===== config.mk =====
export PLATFORM = sky130hd
export DESIGN_NAME = ccc_pll_sequencer
export DESIGN_NICKNAME = d
export VERILOG_FILES = /design/src/rtl/ccc_pll_sequencer_pkg.sv /design/src/rtl/ccc_pll_sequencer_lock_sync.sv /design/src/rtl/ccc_pll_sequencer.sv
export SDC_FILE = /design/constraint.sdc
export NUM_CORES = 1
export LEC_CHECK = 0
export ABC_AREA = 1
export ABC_CLOCK_PERIOD_IN_PS = 4300
export CORE_UTILIZATION = 45
export CTS_BUF_LIST = sky130_fd_sc_hd__clkbuf_4 sky130_fd_sc_hd__clkbuf_8
export CTS_CLUSTER_DIAMETER = 150
export DETAILED_ROUTE_END_ITERATION = 12
export HOLD_SLACK_MARGIN = 0.15
export PLACE_DENSITY = 0.82
export SLEW_MARGIN = 5
export SYNTH_ARGS = -nofsm -noshare
export SYNTH_HDL_FRONTEND = slang
export SYNTH_SLANG_ARGS = --single-unit

===== constraint.sdc =====
create_clock -name CLK -period 4.3 [get_ports CLK]
set_input_delay 0.645 -clock CLK [delete_from_list [all_inputs] [get_ports CLK]]
set_output_delay 0.645 -clock CLK [all_outputs]
set_load 0.01 [all_outputs]

===== src/rtl/ccc_pll_sequencer_pkg.sv =====
// -----------------------------------------------------------------------------
// ccc_seq_pkg
// Shared types and constants for the CCC/PLL power-up sequencer.
//   - seq_state_e : sequencer FSM states (VSETUP/VACCESS only reachable when
//                   CCC_SEQ_VERIFY_EN is defined)
//   - CCC_ADDR_W  : width of a CCC dynamic-configuration register address
//   - CCC_DATA_W  : width of a CCC dynamic-configuration register value
// -----------------------------------------------------------------------------
package ccc_seq_pkg;

  localparam int CCC_ADDR_W = 6;
  localparam int CCC_DATA_W = 8;

  typedef enum logic [3:0] {
    IDLE,
    PWRDN,
    SETUP,
    ACCESS,
    VSETUP,
    VACCESS,
    RELEASE,
    WAIT_LOCK,
    STABLE,
    RUN,
    FAIL
  } seq_state_e;

  // True while an APB transfer (write or read-back) owns the bus.
  function automatic logic is_apb_state(input seq_state_e st);
    return (st == SETUP) || (st == ACCESS) || (st == VSETUP) || (st == VACCESS);
  endfunction

endpackage


===== src/rtl/ccc_pll_sequencer_lock_sync.sv =====
// -----------------------------------------------------------------------------
// ccc_lock_sync
// Two-flop synchroniser bringing the asynchronous PLL LOCK into the
// sequencer clock domain. Both stages reset to 0 so a freshly reset
// sequencer never sees a stale lock.
// Ports:
//   clk      in  sequencer clock
//   rst_n    in  asynchronous active-low reset
//   async_in in  asynchronous input (CCC LOCK)
//   sync_out out synchronised copy, 2 cycles of latency
// -----------------------------------------------------------------------------
module ccc_lock_sync (
  input  logic clk,
  input  logic rst_n,
  input  logic async_in,
  output logic sync_out
);

  logic meta_q, meta_d;
  logic sync_q, sync_d;

  always_comb begin
    meta_d = async_in;
    sync_d = meta_q;
  end

  always_ff @(posedge clk or negedge rst_n) begin
    if (!rst_n) begin
      meta_q <= 1'b0;
      sync_q <= 1'b0;
    end else begin
      meta_q <= meta_d;
      sync_q <= sync_d;
    end
  end

  assign sync_out = sync_q;

endmodule


===== src/rtl/ccc_pll_sequencer.sv =====
// -----------------------------------------------------------------------------
// ccc_pll_sequencer
// Power-up / dynamic-configuration sequencer for the fabric CCC/PLL.
// Holds the PLL in power-down and reset, writes a table of configuration
// registers over the CCC APB port, releases the PLL, qualifies LOCK and then
// releases the GL0 fabric reset. Lock loss in RUN re-qualifies without
// reconfiguring; failing to qualify within LOCK_TIMEOUT cycles lands in FAIL.
//
// Optional feature: define CCC_SEQ_VERIFY_EN to read back every written
// register (VSETUP/VACCESS); a read-back mismatch goes straight to FAIL
// and the PLL is never released. Without it PRDATA is ignored.
//
// Ports:
//   CLK, RESET_N                 sequencer clock, async active-low reset
//   START                        one-cycle request for a full sequence
//   CFG_ADDR, CFG_DATA           flattened register table, entry 0 in LSBs
//   PRESET_N..PWDATA, PRDATA     CCC APB port (no PREADY: 2-cycle transfers)
//   PLL_ARST_N, PLL_POWERDOWN_N  PLL controls
//   LOCK                         CCC LOCK, asynchronous to CLK
//   BUSY, READY, ERROR           status
//   FAB_RESET_N                  active-low reset for GL0 logic
// All outputs are registered and reset to 0.
// -----------------------------------------------------------------------------
module ccc_pll_sequencer
  import ccc_seq_pkg::*;
#(
  parameter int NUM_REGS     = 4,
  parameter int ARST_CYCLES  = 16,
  parameter int LOCK_STABLE  = 256,
  parameter int LOCK_TIMEOUT = 65535
) (
  input  logic                           CLK,
  input  logic                           RESET_N,
  input  logic                           START,
  input  logic [CCC_ADDR_W*NUM_REGS-1:0] CFG_ADDR,
  input  logic [CCC_DATA_W*NUM_REGS-1:0] CFG_DATA,
  output logic                           PRESET_N,
  output logic                           PSEL,
  output logic                           PENABLE,
  output logic                           PWRITE,
  output logic [CCC_ADDR_W-1:0]          PADDR,
  output logic [CCC_DATA_W-1:0]          PWDATA,
  input  logic [CCC_DATA_W-1:0]          PRDATA,
  output logic                           PLL_ARST_N,
  output logic                           PLL_POWERDOWN_N,
  input  logic                           LOCK,
  output logic                           BUSY,
  output logic                           READY,
  output logic                           ERROR,
  output logic                           FAB_RESET_N
);

  localparam int IDX_W = (NUM_REGS > 1) ? $clog2(NUM_REGS) : 1;
  localparam int DLY_W = $clog2(ARST_CYCLES);
  localparam int STB_W = $clog2(LOCK_STABLE + 1);
  localparam int TMO_W = $clog2(LOCK_TIMEOUT + 1);

  localparam logic [IDX_W-1:0] LAST_IDX = IDX_W'(NUM_REGS - 1);
  localparam logic [DLY_W-1:0] DLY_LAST = DLY_W'(ARST_CYCLES - 1);
  localparam logic [STB_W-1:0] STB_DONE = STB_W'(LOCK_STABLE);
  localparam logic [TMO_W-1:0] TMO_DONE = TMO_W'(LOCK_TIMEOUT);

  // ---------------------------------------------------------------------------
  // Unflattened configuration table
  // ---------------------------------------------------------------------------
  logic [CCC_ADDR_W-1:0] addr_tbl [NUM_REGS];
  logic [CCC_DATA_W-1:0] data_tbl [NUM_REGS];

  for (genvar gi = 0; gi < NUM_REGS; gi++) begin : g_tbl
    assign addr_tbl[gi] = CFG_ADDR[gi*CCC_ADDR_W +: CCC_ADDR_W];
    assign data_tbl[gi] = CFG_DATA[gi*CCC_DATA_W +: CCC_DATA_W];
  end

  // ---------------------------------------------------------------------------
  // LOCK synchroniser
  // ---------------------------------------------------------------------------
  logic lock_s;

  ccc_lock_sync u_lock_sync (
    .clk      (CLK),
    .rst_n    (RESET_N),
    .async_in (LOCK),
    .sync_out (lock_s)
  );

  // ---------------------------------------------------------------------------
  // State and counters
  // ---------------------------------------------------------------------------
  seq_state_e       state_q, state_d;
  logic [IDX_W-1:0] idx_q, idx_d;
  logic [DLY_W-1:0] dly_q, dly_d;   // shared by PWRDN and RELEASE holds
  logic [STB_W-1:0] stb_q, stb_d;
  logic [TMO_W-1:0] tmo_q, tmo_d;

  logic [STB_W-1:0] stb_inc;
  logic [TMO_W-1:0] tmo_inc;

  assign stb_inc = stb_q + 1'b1;
  assign tmo_inc = tmo_q + 1'b1;

  // Registered outputs
  logic                  preset_n_q, preset_n_d;
  logic                  psel_q, psel_d;
  logic                  penable_q, penable_d;
  logic                  pwrite_q, pwrite_d;
  logic [CCC_ADDR_W-1:0] paddr_q, paddr_d;
  logic [CCC_DATA_W-1:0] pwdata_q, pwdata_d;
  logic                  pll_arst_n_q, pll_arst_n_d;
  logic                  pll_pd_n_q, pll_pd_n_d;
  logic                  busy_q, busy_d;
  logic                  ready_q, ready_d;
  logic                  error_q, error_d;
  logic                  fab_reset_n_q, fab_reset_n_d;

`ifndef CCC_SEQ_VERIFY_EN
  logic unused_prdata;
  assign unused_prdata = ^PRDATA;
`endif

  // ---------------------------------------------------------------------------
  // Next-state logic
  // ---------------------------------------------------------------------------
  always_comb begin
    state_d = state_q;
    idx_d   = idx_q;
    dly_d   = dly_q;
    stb_d   = stb_q;
    tmo_d   = tmo_q;

    case (state_q)
      IDLE, FAIL: begin
        if (START) begin
          state_d = PWRDN;
          dly_d   = '0;
        end
      end

      PWRDN: begin
        if (dly_q == DLY_LAST) begin
          state_d = SETUP;
          idx_d   = '0;
        end else begin
          dly_d = dly_q + 1'b1;
        end
      end

      SETUP: state_d = ACCESS;

`ifdef CCC_SEQ_VERIFY_EN
      ACCESS:  state_d = VSETUP;
      VSETUP:  state_d = VACCESS;
      // PRDATA is taken on the edge that closes the read-back transfer;
      // PWDATA still holds the value just written to this address.
      VACCESS: begin
        if (PRDATA != pwdata_q) begin
          state_d = FAIL;
        end else if (idx_q == LAST_IDX) begin
          state_d = RELEASE;
          dly_d   = '0;
        end else begin
          state_d = SETUP;
          idx_d   = idx_q + 1'b1;
        end
      end
`else
      ACCESS: begin
        if (idx_q == LAST_IDX) begin
          state_d = RELEASE;
          dly_d   = '0;
        end else begin
          state_d = SETUP;
          idx_d   = idx_q + 1'b1;
        end
      end
`endif

      RELEASE: begin
        if (dly_q == DLY_LAST) begin
          state_d = WAIT_LOCK;
          tmo_d   = '0;
        end else begin
          dly_d = dly_q + 1'b1;
        end
      end

      // The timeout budget spans both lock states; a drop back from STABLE
      // keeps the budget already consumed.
      WAIT_LOCK: begin
        tmo_d = tmo_inc;
        if (tmo_inc == TMO_DONE) begin
          state_d = FAIL;
        end else if (lock_s) begin
          state_d = STABLE;
          stb_d   = '0;
        end
      end

      STABLE: begin
        tmo_d = tmo_inc;
        if (tmo_inc == TMO_DONE) begin
          state_d = FAIL;
        end else if (!lock_s) begin
          state_d = WAIT_LOCK;
        end else if (stb_inc == STB_DONE) begin
          state_d = RUN;
        end else begin
          stb_d = stb_inc;
        end
      end

      RUN: begin
        if (START) begin
          state_d = PWRDN;
          dly_d   = '0;
        end else if (!lock_s) begin
          state_d = WAIT_LOCK;
          tmo_d   = '0;
        end
      end

      default: state_d = IDLE;
    endcase
  end

  // ---------------------------------------------------------------------------
  // Output decode from the next state, so every output is a flop that
  // changes on the same edge as the state it belongs to.
  // ---------------------------------------------------------------------------
  always_comb begin
    preset_n_d    = 1'b1;
    psel_d        = is_apb_state(state_d);
    penable_d     = 1'b0;
    pwrite_d      = 1'b0;
    paddr_d       = paddr_q;
    pwdata_d      = pwdata_q;
    pll_arst_n_d  = 1'b0;
    pll_pd_n_d    = 1'b0;
    busy_d        = 1'b1;
    ready_d       = 1'b0;
    error_d       = 1'b0;
    fab_reset_n_d = 1'b0;

    case (state_d)
      IDLE: begin
        preset_n_d = 1'b0;
        busy_d     = 1'b0;
      end
      SETUP: begin
        pwrite_d = 1'b1;
        paddr_d  = addr_tbl[idx_d];
        pwdata_d = data_tbl[idx_d];
      end
      ACCESS: begin
        pwrite_d  = 1'b1;
        penable_d = 1'b1;
      end
      VACCESS: penable_d = 1'b1;
      RELEASE: pll_pd_n_d = 1'b1;
      WAIT_LOCK, STABLE: begin
        pll_pd_n_d   = 1'b1;
        pll_arst_n_d = 1'b1;
      end
      RUN: begin
        pll_pd_n_d    = 1'b1;
        pll_arst_n_d  = 1'b1;
        ready_d       = 1'b1;
        fab_reset_n_d = 1'b1;
        busy_d        = 1'b0;
      end
      FAIL: begin
        error_d = 1'b1;
        busy_d  = 1'b0;
      end
      default: ;
    endcase
  end

  // ---------------------------------------------------------------------------
  // Registers
  // ---------------------------------------------------------------------------
  always_ff @(posedge CLK or negedge RESET_N) begin
    if (!RESET_N) begin
      state_q       <= IDLE;
      idx_q         <= '0;
      dly_q         <= '0;
      stb_q         <= '0;
      tmo_q         <= '0;
      preset_n_q    <= 1'b0;
      psel_q        <= 1'b0;
      penable_q     <= 1'b0;
      pwrite_q      <= 1'b0;
      paddr_q       <= '0;
      pwdata_q      <= '0;
      pll_arst_n_q  <= 1'b0;
      pll_pd_n_q    <= 1'b0;
      busy_q        <= 1'b0;
      ready_q       <= 1'b0;
      error_q       <= 1'b0;
      fab_reset_n_q <= 1'b0;
    end else begin
      state_q       <= state_d;
      idx_q         <= idx_d;
      dly_q         <= dly_d;
      stb_q         <= stb_d;
      tmo_q         <= tmo_d;
      preset_n_q    <= preset_n_d;
      psel_q        <= psel_d;
      penable_q     <= penable_d;
      pwrite_q      <= pwrite_d;
      paddr_q       <= paddr_d;
      pwdata_q      <= pwdata_d;
      pll_arst_n_q  <= pll_arst_n_d;
      pll_pd_n_q    <= pll_pd_n_d;
      busy_q        <= busy_d;
      ready_q       <= ready_d;
      error_q       <= error_d;
      fab_reset_n_q <= fab_reset_n_d;
    end
  end

  assign PRESET_N        = preset_n_q;
  assign PSEL            = psel_q;
  assign PENABLE         = penable_q;
  assign PWRITE          = pwrite_q;
  assign PADDR           = paddr_q;
  assign PWDATA          = pwdata_q;
  assign PLL_ARST_N      = pll_arst_n_q;
  assign PLL_POWERDOWN_N = pll_pd_n_q;
  assign BUSY            = busy_q;
  assign READY           = ready_q;
  assign ERROR           = error_q;
  assign FAB_RESET_N     = fab_reset_n_q;

endmodule


==> results.yml, run 1 <==
run_status:
  status: "completed"
setup_path:
  delay_of_the_slowest_cell_on_the_worst_path_ns: 0.55
  cp_common_cell: "nand2_1"
  critical-path-slowest-cell: "clkinv_1"
  cp.required_ns: 4.54
  reg2reg_from: "state_q[2]$_DFF_PN0_"
  cp_data_arrival_time_ns: 2.90
  worst_case_register_to_register_setup_slack_ns: 1.63
  critical_path.reg2reg.endpoint: "PADDR[3]$_DFFE_PN0N_"
  type_of_origin_of_the_critical_path: "register"
  reg2regPathDepth: 13
  worst_setup_path_end_kind: "register"
  timing.critical_path.fanout_max: 30
  cp_cell_sequence: "nor2_1 > nand2_1 > nor2_1 > nand2_1 > nand3_1 > nand2_1 > nand2_1 > buf_4 > clkinv_1 > o21ai_0 > o22ai_1 > nand3_1 > nand2_1"
  critPathKind: "reg2reg"
routing:
  firstDrtPassIters: 5
  vias_per_cell: 5.31
  postRouteAntennaNets: 0
  wire_per_inst_um: 12.8
  post-route-drc-count: 0
  dr_total_vias: 3867
  drt-total-wl_um: 9350
  drt_iter0_markers: 137
yosys:
  synth_top_area_share_pct: 39.4
  synth.area.top_cells: "dfrtp_1, nand2_1, o21ai_0, nand3_1, nor2_1"
  ys_seq_elements: 60
  synthesis.area_per_instance_um2: 7.10
  ys_types: 33
  ys.warnings.count: 0
  synthesis.instances: 537
  seq_area_frac_synth_pct: 39.4
  synth_fp_nets: 610
  post-synth-top-area-cell: "dfrtp_1"
  netlist_area_um2: 3810
clock_network:
  cts.htree.levels: 3
  post-cts-setup-buffers: 0
  tritoncts.num_buffers: 9
  clock_sinks: 60
  cts.clk_slew.worst_paths_ns: 0.07
  cts_root_buffer: "clkbuf_8"
  hold_buffers: 0
  cts_max_path_buffers: 2
  cts_repair_resize_count: 0
  clock_tree_from_tritoncts: "yes"
  clk_latency_ns: 0.34
worst_hold_path:
  min_to: "u_lock_sync.sync_out$_DFF_PN0_"
  hold_depth: 0
  min-delay-start: "u_lock_sync.meta_q$_DFF_PN0_"
  path_type_of_the_worst_min_delay_path: "reg2reg"
die:
  die_w_um: 94.0
  fp-row-count: 33
  design.die.area_um2: 8840
  coreArea_um2: 8220
  die_h_um: 94.0
  starting_density_of_the_core_pct: 46.4
  io-pin-count: 92
placement:
  gpl.final_weighted_congestion: 0.903
  post_detail_place_hpwl_um: 6930
  dpl.cell_count: 713
  port_buffers: 83
power_and_ir_drop:
  pwr_density_cell_nw_per_um2: 584
  vdd.ir_drop.worst_mv: 0.365
  total_power_mw: 2.89
  static-leakage-power_nw: 2.49
cells_and_area:
  layout-drive-gt1-share_pct: 8.35
  antenna-diode-count: 0
  layout.nets: 692
  syn2layout_area_growth_pct: 29.7
  layout.cells.most_common_list: "nand2_1, clkdlybuf4s50_1, nor2_1, inv_1, dfrtp_1"
  ff_latch_area_um2: 1500
  layout.cells.most_common: "nand2_1"
  stdcell_count: 728
  multi_input_gate_area_in_the_final_layout_um2: 2000
  layout.filler_cells: 690
global_route:
  grt_pass1_vias: 3803
  grt_start_max_net_pins: 61
  grt_overflow_total: 0
  grt_first_pass_wirelength_um: 15800
  grt_antenna_before_repair: 0
  track_usage_pct: 22.8
sta:
  final-max-slew-violation-count: 0
  timing.max_slew.rel_slack_pct: 31.4
  final_min_period_over_clock_period_pct: 62.0
  highest_clock_rate_mhz: 375
  setup_viol: 0
  worst-slew-pin-transition_ns: 1.02
  period_needed_ns: 2.67
  tns_ns: 0
  grt_setup_unrepaired: "false"
  final-hold-violation-count: 0
  finalClockSkew_ns: 0.00997
  timing.hold.ws_ns: 0.359
flow_run:
  cap_viol_max_count: 0
-- cell usage after synthesis, drive strengths merged --
| master | n |
|---|---|
| a211oi | 1 |
| nand3b | 1 |
| nor3 | 4 |
| o21a | 1 |
| o22ai | 22 |
| ha | 5 |
| a22o | 1 |
| xnor2 | 1 |
| clkbuf | 6 |
| or2 | 1 |
| inv | 62 |
| buf | 8 |
| dfrtp | 60 |
| o311ai | 1 |
| o21bai | 1 |
| nand3 | 54 |
| nand4 | 11 |
| xor2 | 2 |
| o21ai | 56 |
| a21oi | 6 |
| nor2 | 81 |
| nand2 | 150 |
| a21boi | 1 |
| clkinv | 1 |
-- logic make-up (layout without fill, tap and decap cells) --
| group | count (synthesis) | in the layout | synth area share (%) |
|---|---|---|---|
| adder cells (fa/ha/maj) | 5 | 5 | 1.64 |
| AO/OA/AOI/OAI | 90 | 90 | 13.1 |
| flip-flops | 60 | 60 | 39.4 |
| buffers and inverters | 77 | 163 | 8.40 |
| AND/OR/NAND/NOR | 302 | 302 | 36.8 |
| XOR/XNOR | 3 | 3 | 0.689 |
-- power breakdown --
group	internal, mW	switching, mW
Sequential	0.704	0.107
Combinational	0.571	0.885
Clock	0.396	0.227
Total	1.67	1.22
-- layer usage --
layer / track usage, % / routed length (um)
met1: 25.3 / 3760
met3: 5.74 / 722
met4: 13.6 / 274
met2: 39.3 / 4590
met5: 0 / 0
-- cell type report --
class | count | area share (%)
Tap cell | 105 | 2.66
Timing Repair Buffer | 85 | 17.0
Clock inverter | 5 | 2.02
Clock buffer | 10 | 2.78
Inverter | 63 | 4.78
Sequential cell | 60 | 30.4
Multi-Input combinational cell | 400 | 40.4
-- flip-flops by register name, summed over array words and instances, names as in the netlist --
register and flops:
PLL_ARST_N 1, dly_q 4, tmo_q 16, u_lock_sync.sync_out 1, PADDR 6, FAB_RESET_N 1, PLL_POWERDOWN_N 1, PENABLE 1
state_q 4, PSEL 1, ERROR 1, stb_q 9, BUSY 1, u_lock_sync.meta_q 1, PRESET_N 1, PWRITE 1
PWDATA 8, idx_q 2
-- stage by stage --
step / utilization (%) / worst slack (ns) / instance area [um^2]
after floorplan: - / 2.16 / 3810
after global placement: 57.3 / 1.74 / 4710
after detailed placement: 57.3 / 1.68 / 4710
after CTS: 60.2 / 1.67 / 4940
after global routing: 60.2 / 1.32 / 4940
final: 60.2 / 1.63 / 4940
-- critical path, delay by kind of cell (launching register included) --
family | cells | cell delay, ns
DFF | 1 | 0.41
buffers and inverters | 2 | 0.81
and+or+nand+nor | 9 | 0.84
AOI/OAI and AO/OA | 2 | 0.50
-- how the worst max path moves through the flow --
stage / startpoint / end / slack, ns
finish: state_q[2]$_DFF_PN0_ / PADDR[3]$_DFFE_PN0N_ / 1.63
global placement: state_q[2]$_DFF_PN0_ / PADDR[0]$_DFFE_PN0N_ / 1.74
global route: tmo_q[1]$_DFFE_PN0P_ / PWDATA[3]$_DFFE_PN0N_ / 1.32
detailed placement: tmo_q[1]$_DFFE_PN0P_ / PWDATA[3]$_DFFE_PN0N_ / 1.68
CTS: tmo_q[1]$_DFFE_PN0P_ / PADDR[0]$_DFFE_PN0N_ / 1.67
floorplan: tmo_q[0]$_DFFE_PN0P_ / PADDR[0]$_DFFE_PN0N_ / 2.16
No activity file was read; power rests on OpenSTA's default activity.
==> run 2: changes to the inputs <==
--- a/config.mk
+++ b/config.mk
@@ -6,7 +6,7 @@
 export NUM_CORES = 1
 export LEC_CHECK = 0
 export ABC_AREA = 1
-export ABC_CLOCK_PERIOD_IN_PS = 4300
+export ABC_CLOCK_PERIOD_IN_PS = 2700
 export CORE_UTILIZATION = 45
 export CTS_BUF_LIST = sky130_fd_sc_hd__clkbuf_4 sky130_fd_sc_hd__clkbuf_8
 export CTS_CLUSTER_DIAMETER = 150
==> constraint.sdc (replaced) <==
create_clock -name CLK -period 2.7 [get_ports CLK]
set_input_delay 0.405 -clock CLK [delete_from_list [all_inputs] [get_ports CLK]]
set_output_delay 0.405 -clock CLK [all_outputs]
set_load 0.01 [all_outputs]
==> run 2 against run 1 <==
Net effect:
- cell count increased by 1.2%
- first-iteration DRC count up 55%
- total power is 54% higher
- wire length shrank 0.22%
- global-route usage is 0.18 points higher
==> results.yml, run 2 (synthesized netlist as in run 1, its figures left out) <==
power_and_ir_drop:
  clock_power_share_pct: 18.5
  pwr_density_cell_nw_per_um2: 896
  internal_power_component_mw: 2.50
  total_power_mw: 4.46
  sequentialPowerShare_pct: 29.0
  static-leakage-power_nw: 2.50
  vdd.ir_drop.worst_mv: 0.451
  p_switching_mw: 1.96
  power_switching_share_pct: 44.0
  power_frac_comb_pct: 52.5
sta:
  timing.max_slew.rel_slack_pct: 49.8
  tns_ns: 0
  final_min_period_over_clock_period_pct: 92.3
  timing.hold.ws_ns: 0.352
  worst-slew-pin-transition_ns: 0.742
  final-max-slew-violation-count: 0
  period_needed_ns: 2.49
  setup_viol: 0
  final-hold-violation-count: 0
  grt_setup_unrepaired: "false"
  fin_ws_ns: 0.208
  finalClockSkew_ns: 0.0141
  highest_clock_rate_mhz: 401
die:
  io-pin-count: 92
  die_w_um: 94.0
  design.die.area_um2: 8840
  starting_density_of_the_core_pct: 46.4
  fp-row-count: 33
  coreArea_um2: 8220
  die_h_um: 94.0
flow_run:
  cap_viol_max_count: 0
routing:
  firstDrtPassIters: 5
  dr_total_vias: 3866
  vias_per_cell: 5.25
  drt-total-wl_um: 9330
  drt_iter0_markers: 213
  postRouteAntennaNets: 0
  wire_per_inst_um: 12.7
  post-route-drc-count: 0
cells_and_area:
  layout.nets: 700
  layout-drive-gt1-share_pct: 9.97
  layout.cells.most_common: "nand2_1"
  layout.filler_cells: 716
  layout.cells.most_common_list: "nand2_1, clkdlybuf4s50_1, nor2_1, inv_1, dfrtp_1"
  antenna-diode-count: 0
  multi_input_gate_area_in_the_final_layout_um2: 2000
  syn2layout_area_growth_pct: 30.6
  regMostFlops: "tmo_q"
  ff_latch_area_um2: 1500
  postLayoutCellArea_um2: 4980
  max_reg_flops: 16
worst_hold_path:
  min_to: "u_lock_sync.sync_out$_DFF_PN0_"
  min-delay-start: "u_lock_sync.meta_q$_DFF_PN0_"
  path_type_of_the_worst_min_delay_path: "reg2reg"
  hold_depth: 0
placement:
  gpl.final_weighted_congestion: 0.916
  dp_slack_ns: 0.215
  post_detail_place_hpwl_um: 7040
  place_area_um2: 4750
  port_buffers: 83
setup_path:
  critical-path-slowest-cell: "dfrtp_2"
  cp_cell_sequence: "ha_1 > nand2_1 > nand2_1 > nor2_1 > nand3_1 > nor2_2 > nand2_1 > nor2_2 > nand2_2 > nand2_1 > nand2_2 > nor2_8 > nand2_4 > nand2_1 > nand2_1"
  delay_of_the_slowest_cell_on_the_worst_path_ns: 0.45
  cp_data_arrival_time_ns: 2.73
  worst_setup_path_end_kind: "register"
  cp_common_cell: "nand2_1"
  timing.critical_path.fanout_max: 14
  cp_num_buf_inv: 0
  type_of_origin_of_the_critical_path: "register"
  reg2reg_from: "tmo_q[0]$_DFFE_PN0P_"
  worst_case_register_to_register_setup_slack_ns: 0.21
  cp.required_ns: 2.94
  critPathKind: "reg2reg"
  cpLargestDelayFamily: "simple AND/OR/NAND/NOR gates"
  critical_path.reg2reg.endpoint: "PWDATA[0]$_DFFE_PN0N_"
  reg2regPathDepth: 15
global_route:
  grt_antenna_before_repair: 0
  grt_first_pass_wirelength_um: 16000
  grt_start_max_net_pins: 30
  grt_pass1_vias: 3759
  grt_overflow_total: 0
  track_usage_pct: 23.0
run_status:
  status: "completed"
clock_network:
  clock_sinks: 60
  cts_max_path_buffers: 2
  cts.clk_slew.worst_paths_ns: 0.07
  tritoncts.num_buffers: 9
  post-cts-setup-buffers: 0
  cts_root_buffer: "clkbuf_8"
  cts.htree.levels: 3
  clk_latency_ns: 0.35
  clock_tree_from_tritoncts: "yes"
-- run 2: changes by cell type in the layout (fill, tap and decap cells not counted), moves of 2 or more --
cell        change
buf_4           +7
clkinvlp_4      +3
bufinv_16       -2
dfrtp_1         -2
dfrtp_2         +2
-- run 2: worst max-delay path by stage --
stage	start	endpoint	slack (ns)	depth (start not counted)
2_1_floorplan	tmo_q[0]$_DFFE_PN0P_	PADDR[0]$_DFFE_PN0N_	0.56	16
3_3_place_gp	tmo_q[0]$_DFFE_PN0P_	BUSY$_DFF_PN0_	0.26	13
3_5_place_dp	tmo_q[0]$_DFFE_PN0P_	PWDATA[0]$_DFFE_PN0N_	0.21	16
4_1_cts	tmo_q[0]$_DFFE_PN0P_	PRESET_N$_DFF_PN0_	0.16	12
5_1_grt	tmo_q[0]$_DFFE_PN0P_	stb_q[0]$_DFFE_PN0P_	0.04	13
6_report	tmo_q[0]$_DFFE_PN0P_	PWDATA[0]$_DFFE_PN0N_	0.21	15
-- run 2: worst register-to-register path, cell delays in order, from the launching register on --
cell and delay [ns]:
dfrtp_2 0.45, ha_1 0.24, nand2_1 0.22, nand2_1 0.11
nor2_1 0.13, nand3_1 0.11, nor2_2 0.11, nand2_1 0.08
nor2_2 0.10, nand2_2 0.10, nand2_1 0.09, nand2_2 0.11
nor2_8 0.24, nand2_4 0.15, nand2_1 0.09, nand2_1 0.05
-- run 2: what timing repair did --
item / in CTS / in global routing
endpoints found under the hold margin: 8 / 0
hold buffers: 1 / 0
resized for setup: 0 / 6
endpoints found under the setup margin: 0 / 25
-- run 2: power groups by stage --
| stage | registers (mW) | clock network [mW] | logic, mW |
|---|---|---|---|
| final | 1.29 | 0.826 | 2.35 |
| after global routing | 1.32 | 0.875 | 2.65 |
| after CTS | 1.29 | 0.835 | 2.34 |
| after detailed placement | 1.30 | 0 | 2.31 |
| after global placement | 1.29 | 0 | 2.23 |
| after floorplan | 1.33 | 0 | 1.55 |
-- run 2: layout make-up --
| cell class | count | area share [%] |
|---|---|---|
| multi-input combinational | 400 | 40.1 |
| sequential | 60 | 30.2 |
| timing repair buffer | 93 | 18.1 |
| inverter | 63 | 4.83 |
| clock buffer | 10 | 2.76 |
| tap | 105 | 2.64 |
| clock inverter | 6 | 1.28 |
-- run 2: metal layers --
metal	share of wire, %	up-vias	GRT usage, %
met3	8.5	17	6.80
met2	48	171	39.4
met1	41	1749	26.4
met4	2.5	0	10.1
li1	-	1929	-
met5	0	-	0
-- run 2: per-stage QoR --
step | instances | utilization (%)
3_3_place_gp | 720 | 57.8
6_report | 737 | 60.6
5_1_grt | 737 | 60.6
4_1_cts | 737 | 60.4
2_1_floorplan | 537 | -
3_5_place_dp | 720 | 57.8
==> run 3: changes to the inputs <==
--- a/config.mk
+++ b/config.mk
@@ -11,6 +11,7 @@
 export CTS_BUF_LIST = sky130_fd_sc_hd__clkbuf_4 sky130_fd_sc_hd__clkbuf_8
 export CTS_CLUSTER_DIAMETER = 150
 export DETAILED_ROUTE_END_ITERATION = 12
+export GPL_TIMING_DRIVEN = 0
 export HOLD_SLACK_MARGIN = 0.15
 export PLACE_DENSITY = 0.82
 export SLEW_MARGIN = 5
==> run 3 against run 2 <==
Net effect:
- worst setup slack better by 0.039 ns
- non-clock buffer count rose by 6
- die area unchanged
- total power is 0.30% lower
- critical path depth grew 2
- design area is 0.50% higher
- cell count is 0.68% higher
- combinational power about the same
- clock power fell by 4.1%
- maximum frequency is 1.6% higher
- via count grew 1.2%
- sequential share of layout area decreased by 0.20 points
- critical path type unchanged
- largest power group unchanged
==> results.yml, run 3 (synthesized netlist as in run 1, its figures left out) <==
sta:
  tns_ns: 0
  worst-slew-pin-transition_ns: 0.722
  final_min_period_over_clock_period_pct: 90.9
  period_needed_ns: 2.45
  grt_setup_unrepaired: "false"
  final-max-slew-violation-count: 0
  timing.hold.ws_ns: 0.351
  final-hold-violation-count: 0
  fin_ws_ns: 0.246
  highest_clock_rate_mhz: 408
  setup_viol: 0
  finalClockSkew_ns: 0.00976
  timing.max_slew.rel_slack_pct: 51.1
die:
  fp-row-count: 33
  io-pin-count: 92
  starting_density_of_the_core_pct: 46.4
  die_w_um: 94.0
  die_h_um: 94.0
  coreArea_um2: 8220
  design.die.area_um2: 8840
global_route:
  grt_pass1_vias: 3841
  track_usage_pct: 24.1
  met1_capacity_usage_during_global_routing_pct: 27.5
  grt_antenna_before_repair: 0
  grt_overflow_total: 0
  globalRoute.busiestLayer: "met2"
  met2_usage_pct: 41.4
  grt_first_pass_wirelength_um: 16600
  grt.met3_usage_pct: 6.55
  grt_start_max_net_pins: 33
setup_path:
  cp.required_ns: 2.94
  timing.critical_path.fanout_max: 10
  cp_cell_sequence: "ha_1 > nand2_2 > nor2_4 > nand2_1 > nand2_1 > nand2_2 > nor2_2 > nand2_1 > nor2_2 > nand2_2 > nand2_1 > nand2_2 > nor2_4 > nand2_4 > buf_6 > nand2_1 > nand2_1"
  delay_of_the_slowest_cell_on_the_worst_path_ns: 0.45
  cp_data_arrival_time_ns: 2.69
  cpLargestDelayFamily: "simple AND/OR/NAND/NOR gates"
  critPathKind: "reg2reg"
  cp_common_cell: "nand2_1"
  cp_num_buf_inv: 1
  critical-path-slowest-cell: "dfrtp_1"
  worst_setup_path_end_kind: "register"
  worst_case_register_to_register_setup_slack_ns: 0.25
  type_of_origin_of_the_critical_path: "register"
cells_and_area:
  stdcell_count: 742
  layout-drive-gt1-share_pct: 9.73
  antenna-diode-count: 0
  layout.cells.most_common: "nand2_1"
  layout.cells.most_common_list: "nand2_1, clkdlybuf4s50_1, nor2_1, inv_1, dfrtp_1"
  layout.nets: 706
  syn2layout_area_growth_pct: 31.2
  regMostFlops: "tmo_q"
  max_reg_flops: 16
clock_network:
  cts_root_buffer: "clkbuf_8"
  clock_tree_from_tritoncts: "yes"
  cts_max_path_buffers: 2
  post-cts-setup-buffers: 0
  tritoncts.num_buffers: 9
  clk_latency_ns: 0.34
  cts.clk_slew.worst_paths_ns: 0.07
  cts.htree.levels: 3
  clock_sinks: 60
placement:
  gpl.final_weighted_congestion: 0.941
  port_buffers: 83
  post_detail_place_hpwl_um: 7640
  dpl.cell_count: 726
  dp_slack_ns: 0.0413
routing:
  post-route-drc-count: 0
  dr_total_vias: 3912
  wire_per_inst_um: 13.2
  postRouteAntennaNets: 0
  drt_iter0_markers: 195
  firstDrtPassIters: 4
  vias_per_cell: 5.27
  drt-total-wl_um: 9790
power_and_ir_drop:
  static-leakage-power_nw: 2.51
  vdd.ir_drop.worst_mv: 0.527
  pwr_density_cell_nw_per_um2: 889
worst_hold_path:
  path_type_of_the_worst_min_delay_path: "reg2reg"
run_status:
  status: "completed"
flow_run:
  cap_viol_max_count: 0
-- run 3: cell types whose count changed in the layout (fill, tap and decap cells not counted), sizes merged --
cell | previous run | this run
clkbuf | 10 | 15
-- run 3: cell type report --
type | instances | area [um^2]
timing repair buffer | 85 | 856
inverter | 63 | 236
multi-input combinational | 400 | 2000
fill | 705 | 3210
clock inverter | 6 | 66.3
sequential | 60 | 1500
tap | 105 | 131
clock buffer | 9 | 124
buffer | 14 | 83.8
-- run 3: per-layer routing --
layer	wire, um	vias up
li1	-	1942
met1	3980	1779
met2	4760	164
met3	743	27
met4	303	0
met5	0	-
-- run 3: repair_timing --
item | 4_1_cts | 5_1_grt
gates resized for setup | 0 | 5
hold endpoints to repair | 28 | 0
setup endpoints to repair | 0 | 31
hold buffers | 1 | 0
-- run 3: worst reg2reg max path: stages, from the launching register on --
cell and delay (ns):
dfrtp_1 0.45, ha_1 0.24, nand2_2 0.14, nor2_4 0.19, nand2_1 0.07, nand2_1 0.10
nand2_2 0.07, nor2_2 0.08, nand2_1 0.08, nor2_2 0.10, nand2_2 0.10, nand2_1 0.09
nand2_2 0.07, nor2_4 0.22, nand2_4 0.10, buf_6 0.15, nand2_1 0.06, nand2_1 0.05
-- run 3: where the power goes --
part           switching [mW]  total, mW  internal, mW  leakage, nW
logic                    1.42       2.36         0.941         1.71
registers               0.176       1.30          1.12        0.717
clock network           0.371      0.792         0.420       0.0873
-- run 3: through the flow --
step | area [um^2] | power, mW | utilization, %
after global routing | 5000 | 4.84 | 60.9
after CTS | 4990 | 4.46 | 60.7
after detailed placement | 4790 | 3.65 | 58.3
after global placement | 4770 | 3.56 | 58.1
final | 5000 | 4.45 | 60.9
after floorplan | 3810 | 2.89 | -
-- run 3: final timing paths --
path                                               from                        endpoint  depth (start not counted)
min in group asynchronous                       RESET_N           tmo_q[11]$_DFFE_PN0P_                          2
hold reg to reg            u_lock_sync.meta_q$_DFF_PN0_  u_lock_sync.sync_out$_DFF_PN0_                          0
setup / recovery                   tmo_q[0]$_DFFE_PN0P_           PWDATA[7]$_DFFE_PN0N_                         17
hold / removal             u_lock_sync.meta_q$_DFF_PN0_  u_lock_sync.sync_out$_DFF_PN0_                          0
max in group asynchronous                       RESET_N           PWDATA[3]$_DFFE_PN0N_                          3
setup reg to reg                   tmo_q[0]$_DFFE_PN0P_           PWDATA[7]$_DFFE_PN0N_                         17
==> variant 1, RTL diff (config.mk and constraints of run 2) <==
The output `ERROR` loses its register stage (`error_q` becomes a continuous assignment).
--- a/src/rtl/ccc_pll_sequencer.sv
+++ b/src/rtl/ccc_pll_sequencer.sv
@@ -295,7 +295,6 @@
       pll_pd_n_q    <= 1'b0;
       busy_q        <= 1'b0;
       ready_q       <= 1'b0;
-      error_q       <= 1'b0;
       fab_reset_n_q <= 1'b0;
     end else begin
       state_q       <= state_d;
@@ -313,10 +312,11 @@
       pll_pd_n_q    <= pll_pd_n_d;
       busy_q        <= busy_d;
       ready_q       <= ready_d;
-      error_q       <= error_d;
       fab_reset_n_q <= fab_reset_n_d;
     end
   end
+
+  assign error_q = error_d;
 
   assign PRESET_N        = preset_n_q;
   assign PSEL            = psel_q;
Behaviour: same outputs for any inputs over 10 cycles, from zero or initial values and one cycle with RESET_N low; that may be too few to reach the edited logic, so the function may still have changed.
==> variant 1 against run 2 <==
- count of clock-buffer cells in the layout down 1
- clock power down 11%
- clock skew down 1.0 ps
- sequential cell count down 1
- the flow now finishes with violations (setup timing)
- routed wire length up 11%
- area after synthesis down 0.66%
- worst setup slack worse by 300 ps
- power up 5.8%
- design area up 5.5%
- non-clock buffer count up 30
==> variant 1: results (changes against run 2) <==
metric	value	unit	change
dr_wl_met3	751	um	-5.2%
final_nets	729		+4.1%
yosys-top-cells-area	dfrtp_1 (39%), nand2_1 (14%), o21ai_0 (7.3%)		
grt_pass1_vias	3972		+5.7%
grt_max_degree	60		+100%
drtPass1Iterations	6		+1
pre_cts_ws	-135	ps	-350 ps
syn_nets	609		-0.16%
final_cells	766		+3.9%
cp_max_fo	5		-9
grt_pass1_wl	16700	um	+4.5%
status	finished, violations left		
wl_met1	3990	um	+5.2%
hp-class	in -> async		
globalplace.congestion	0.940		+2.6%
critPathLaunch	tmo_q[0]		
reg2reg_to	PADDR[4]		
regToRegSetupSlack	50	ps	-160 ps
placed_cells	744		+3.3%
yosysSeqAreaShare	39.0	%	-0.40 points
synth.distinct_cells	33		unchanged
clockRootBuffer	clkbuf_8		
dp_hpwl	7210	um	+2.4%
synth_commonest_cells	nand2_1 (137), nor2_1 (67), inv_1 (62), dfrtp_1 (59), o21ai_0 (55)		
viasPerCell	5.30		+0.97%
dpl_cell_area	4920	um2	+3.4%
highest_layer	met4		
setup_tns	-90.9	ps	-90.9 ps
wl_met2	5350	um	+19%
endpoint	ERROR		
peakVddDrop	0.534	mV	+18%
grt_usage	24.0	%	+0.97 points
rr_worst_depth	19		+4
leakagePower	2.64	nW	+5.4%
cts_buffers	9		unchanged
routed_wl	10400	um	+11%
clock_skew	13.1	ps	-1.04 ps
syn_avg_cell_area	7.07	um2	-0.47%
drt_iter0_drc	212		-0.47%
cp.arrival	2390	ps	-340 ps
drive_gt1_share	17.4	%	+7.4 points
violations	setup timing		
setup_slack	-90.9	ps	-299 ps
worstMarginPinSlew	735	ps	-7.04 ps
largest_register_ffs	16		unchanged
finalSetupViolations	1		+1
## variant 1: changes by cell type after synthesis, sizes merged
cell | before | now
dfrtp | 60 | 59
## variant 1: critical path, stage by stage, from the launching register on
cell and delay [ps]:
dfrtp_1 430, ha_4 210, nand2_8 70, buf_6 130, nor2_4 60, nand2_1 60, nand2_1 90, nand2_2 70
nor2_1 130, nand2_1 90, nor2_2 150, nand3_2 120, o21bai_4 150, nand3_2 100, inv_1 50, buf_2 120
## variant 1: worst min path at each step
stage                             from                    to  slack, ps  depth (start not counted)
floorplan                      RESET_N                  BUSY        110                          0
global placement    u_lock_sync.meta_q  u_lock_sync.sync_out        340                          0
detailed placement  u_lock_sync.meta_q  u_lock_sync.sync_out        340                          0
CTS                            RESET_N              PRESET_N        230                          2
global route                   RESET_N              tmo_q[0]        290                          2
finish                         RESET_N              tmo_q[5]        190                          2
## variant 1: final cells by class
class / instances / area, um2
flip-flops and latches: 59 / 1480
fillers: 671 / 2920
multi-input cells: 400 / 2090
clock inverters: 7 / 53.8
well taps: 105 / 131
clock buffers: 9 / 124
repair buffers: 123 / 1140
inverters: 63 / 239
## variant 1: layer usage
metal / global-route usage (%) / vias to the layer above
li1: - / 1997
met1: 25.5 / 1853
met2: 44.9 / 176
met3: 6.39 / 31
met4: 8.72 / 0
met5: 0 / -
## variant 1: cells by family (layout without fill, tap and decap cells)
family | after synthesis | count (layout) | synth area share (%)
xor gates and xnor gates | 3 | 3 | 0.694
DFF | 59 | 59 | 39.0
and+or+nand+nor | 302 | 302 | 37.0
AOI/OAI and AO/OA | 90 | 90 | 13.2
adders and majority gates | 5 | 5 | 1.65
buffers and inverters | 77 | 202 | 8.46
## variant 1: repair_timing
action / 4_1_cts / 5_1_grt
endpoints found under the setup margin: 1 / 1
resized for setup: 16 / 23
pin swaps: 13 / 15
buffers inserted: 3 / 3
## variant 1: report_power, final
part	internal [mW]	leakage [nW]	total (mW)	switching (mW)
logic	1.14	1.85	2.72	1.57
clock network	0.336	0.0818	0.732	0.395
registers	1.11	0.702	1.27	0.166
total	2.59	2.64	4.72	2.13
==> variant 2, RTL diff (flow settings as in run 2) <==
Without the edit above. Set the parameter `ARST_CYCLES` to 32 (it was 16).
--- a/src/rtl/ccc_pll_sequencer.sv
+++ b/src/rtl/ccc_pll_sequencer.sv
@@ -25,7 +25,7 @@
   import ccc_seq_pkg::*;
 #(
   parameter int NUM_REGS     = 4,
-  parameter int ARST_CYCLES  = 16,
+  parameter int ARST_CYCLES  = 32,
   parameter int LOCK_STABLE  = 256,
   parameter int LOCK_TIMEOUT = 65535
 ) (
Behaviour: no difference found for any inputs over 10 cycles, from zero or initial values and one cycle with RESET_N low; that may be too few to reach the edited logic, so the function may still have changed.
==> variant 2 against run 2 <==
- count of clock-buffer cells in the layout up 2
- area after synthesis down 1.3%
- routed wire length down 3.5%
- clock power down 11%
- fmax up 2.5%
- design area down 1.7%
- global-route usage down 0.061 points
- highest routed layer unchanged
- sequential cell count up 1
- worst setup slack better by 62 ps
- clock skew down 6.1 ps
- power down 22%
- sequential power down 6%
==> variant 2: results (changes against run 2) <==
metric	value	unit	change
status	finished, final reports clean		
regToRegSetupSlack	270	ps	+60 ps
grt_max_degree	29		-3.3%
whs_path_depth	0		unchanged
cp.arrival	2660	ps	-70 ps
synth.distinct_cells	37		+12%
antenna-diode-count	0		unchanged
peakVddDrop	0.499	mV	+11%
cp_max_fo	15		+1
synth_edf_count	0		unchanged
grt_pass1_wl	15600	um	-2.3%
largest-register	tmo_q		
internal_power	2.18	mW	-13%
synth_commonest_cells	nand2_1 (105), nor2_1 (65), dfrtp_1 (61), inv_1 (61), o21ai_0 (50)		
viasPerCell	5.29		+0.80%
num-fill-cells	646		-9.8%
cts_buffers	9		unchanged
period_needed	2430	ps	-61.5 ps
max-slew-margin-rel	64.3	%	+15 points
yosysSeqAreaShare	40.6	%	+1.2 points
clk_pin_slew	60	ps	
drive_gt1_share	12.1	%	+2.2 points
rr_worst_depth	10		-5
reg2reg_to	stb_q[5]		
portBuffers	83		unchanged
globalplace.congestion	0.988		+7.9%
dp_hpwl	6930	um	-1.5%
ys_warn_count	0		unchanged
yosys-top-cells-area	dfrtp_1 (41%), nand2_1 (10%), o21ai_0 (6.7%)		
clockRootBuffer	clkbuf_8		
cp_slowest_cell	dfrtp_1		
clock_skew	8.03	ps	-6.11 ps
drt-wirelength-per-cell	13.0	um	+2.4%
setup_tns	0	ps	unchanged
clk_latency	350	ps	about the same
syn_nets	572		-6.2%
largest_register_ffs	16		unchanged
drtPass1Iterations	5		unchanged
synth-main-ff-cell	dfrtp_1		
hp-class	reg -> reg		
leakagePower	2.39	nW	-4.4%
antenna_found_initial	0		unchanged
hold_path_end	u_lock_sync.sync_out		
final_nets	662		-5.4%
grt_pass1_vias	3578		-4.8%
pre_cts_ws	26.9	ps	-188 ps
grt_usage	22.9	%	-0.061 points
min-delay-start	u_lock_sync.meta_q		
clk_path_buf_depth	2		unchanged
cpPeakStageDelay	470	ps	+20 ps
drt_iter0_drc	291		+37%
timing.rr.start	state_q[3]		
==> variant 2: logic make-up after synthesis <==
logic type,Yosys count,share of synthesized area (%)
AO/OA/AOI/OAI,90,14.3
XOR/XNOR,4,0.931
adder cells (fa/ha/maj),6,2.00
buffers and inverters,80,8.62
flip-flops,61,40.6
multiplexers,14,4.19
AND/OR/NAND/NOR,243,29.4
==> variant 2: cell type report <==
cell class	instances	share of cell area (%)
Sequential cell	61	31.2
Multi-Input combinational cell	357	39.1
Timing Repair Buffer	91	18.2
Clock inverter	4	0.460
Tap cell	102	2.61
Inverter	68	5.22
Clock buffer	12	3.25
==> variant 2: worst max-delay path, delay by kind of cell (launching register included) <==
family | cells | cell delay [ps]
buffers and inverters | 3 | 620
AND/OR/NAND/NOR | 6 | 1140
flip-flops | 1 | 470
AO/OA/AOI/OAI | 1 | 70
==> variant 2: what timing repair did <==
item | CTS | global route
resized for setup | 0 | 1
hold buffers | 1 | 0
setup endpoints to repair | 0 | 28
buffers inserted | 0 | 0
hold endpoints to repair | 19 | 0
==> variant 2: how the worst max path moves through the flow <==
stage,start,end,depth (start not counted)
floorplan,dly_q[0],PADDR[0],13
global placement,state_q[3],stb_q[5],10
detailed placement,state_q[3],stb_q[5],10
CTS,state_q[3],stb_q[5],10
global route,dly_q[0],PWDATA[3],10
finish,state_q[3],stb_q[5],10
==> variant 2: through the flow <==
| step | power [mW] | instance area, um2 | std cells | util, % | hold WS (ps) |
|---|---|---|---|---|---|
| floorplan | 2.18 | 3760 | 498 | - | 109 |
| global placement | 2.69 | 4700 | 678 | 59.6 | 336 |
| detailed placement | 2.75 | 4700 | 678 | 59.6 | 336 |
| CTS | 3.51 | 4890 | 695 | 62.0 | 356 |
| global route | 3.74 | 4890 | 695 | 62.0 | 373 |
| finish | 3.48 | 4890 | 695 | 62.0 | 353 |
==> variant 2: routing by layer <==
layer	global-route usage, %	part of all wire [%]	up-vias
met5	0	0	-
met4	10.6	1.9	0
met3	6.10	8.0	18
met2	39.0	48	147
met1	26.9	42	1694
li1	-	-	1816
==> variant 2: power by group through the flow <==
stage                     clock, mW  sequential (mW)  combinational (mW)
after detailed placement          0             1.22                1.52
after global placement            0             1.22                1.48
after global routing          0.803             1.23                1.70
after CTS                     0.758             1.21                1.54
final                         0.739             1.21                1.53
after floorplan                   0             1.26               0.918
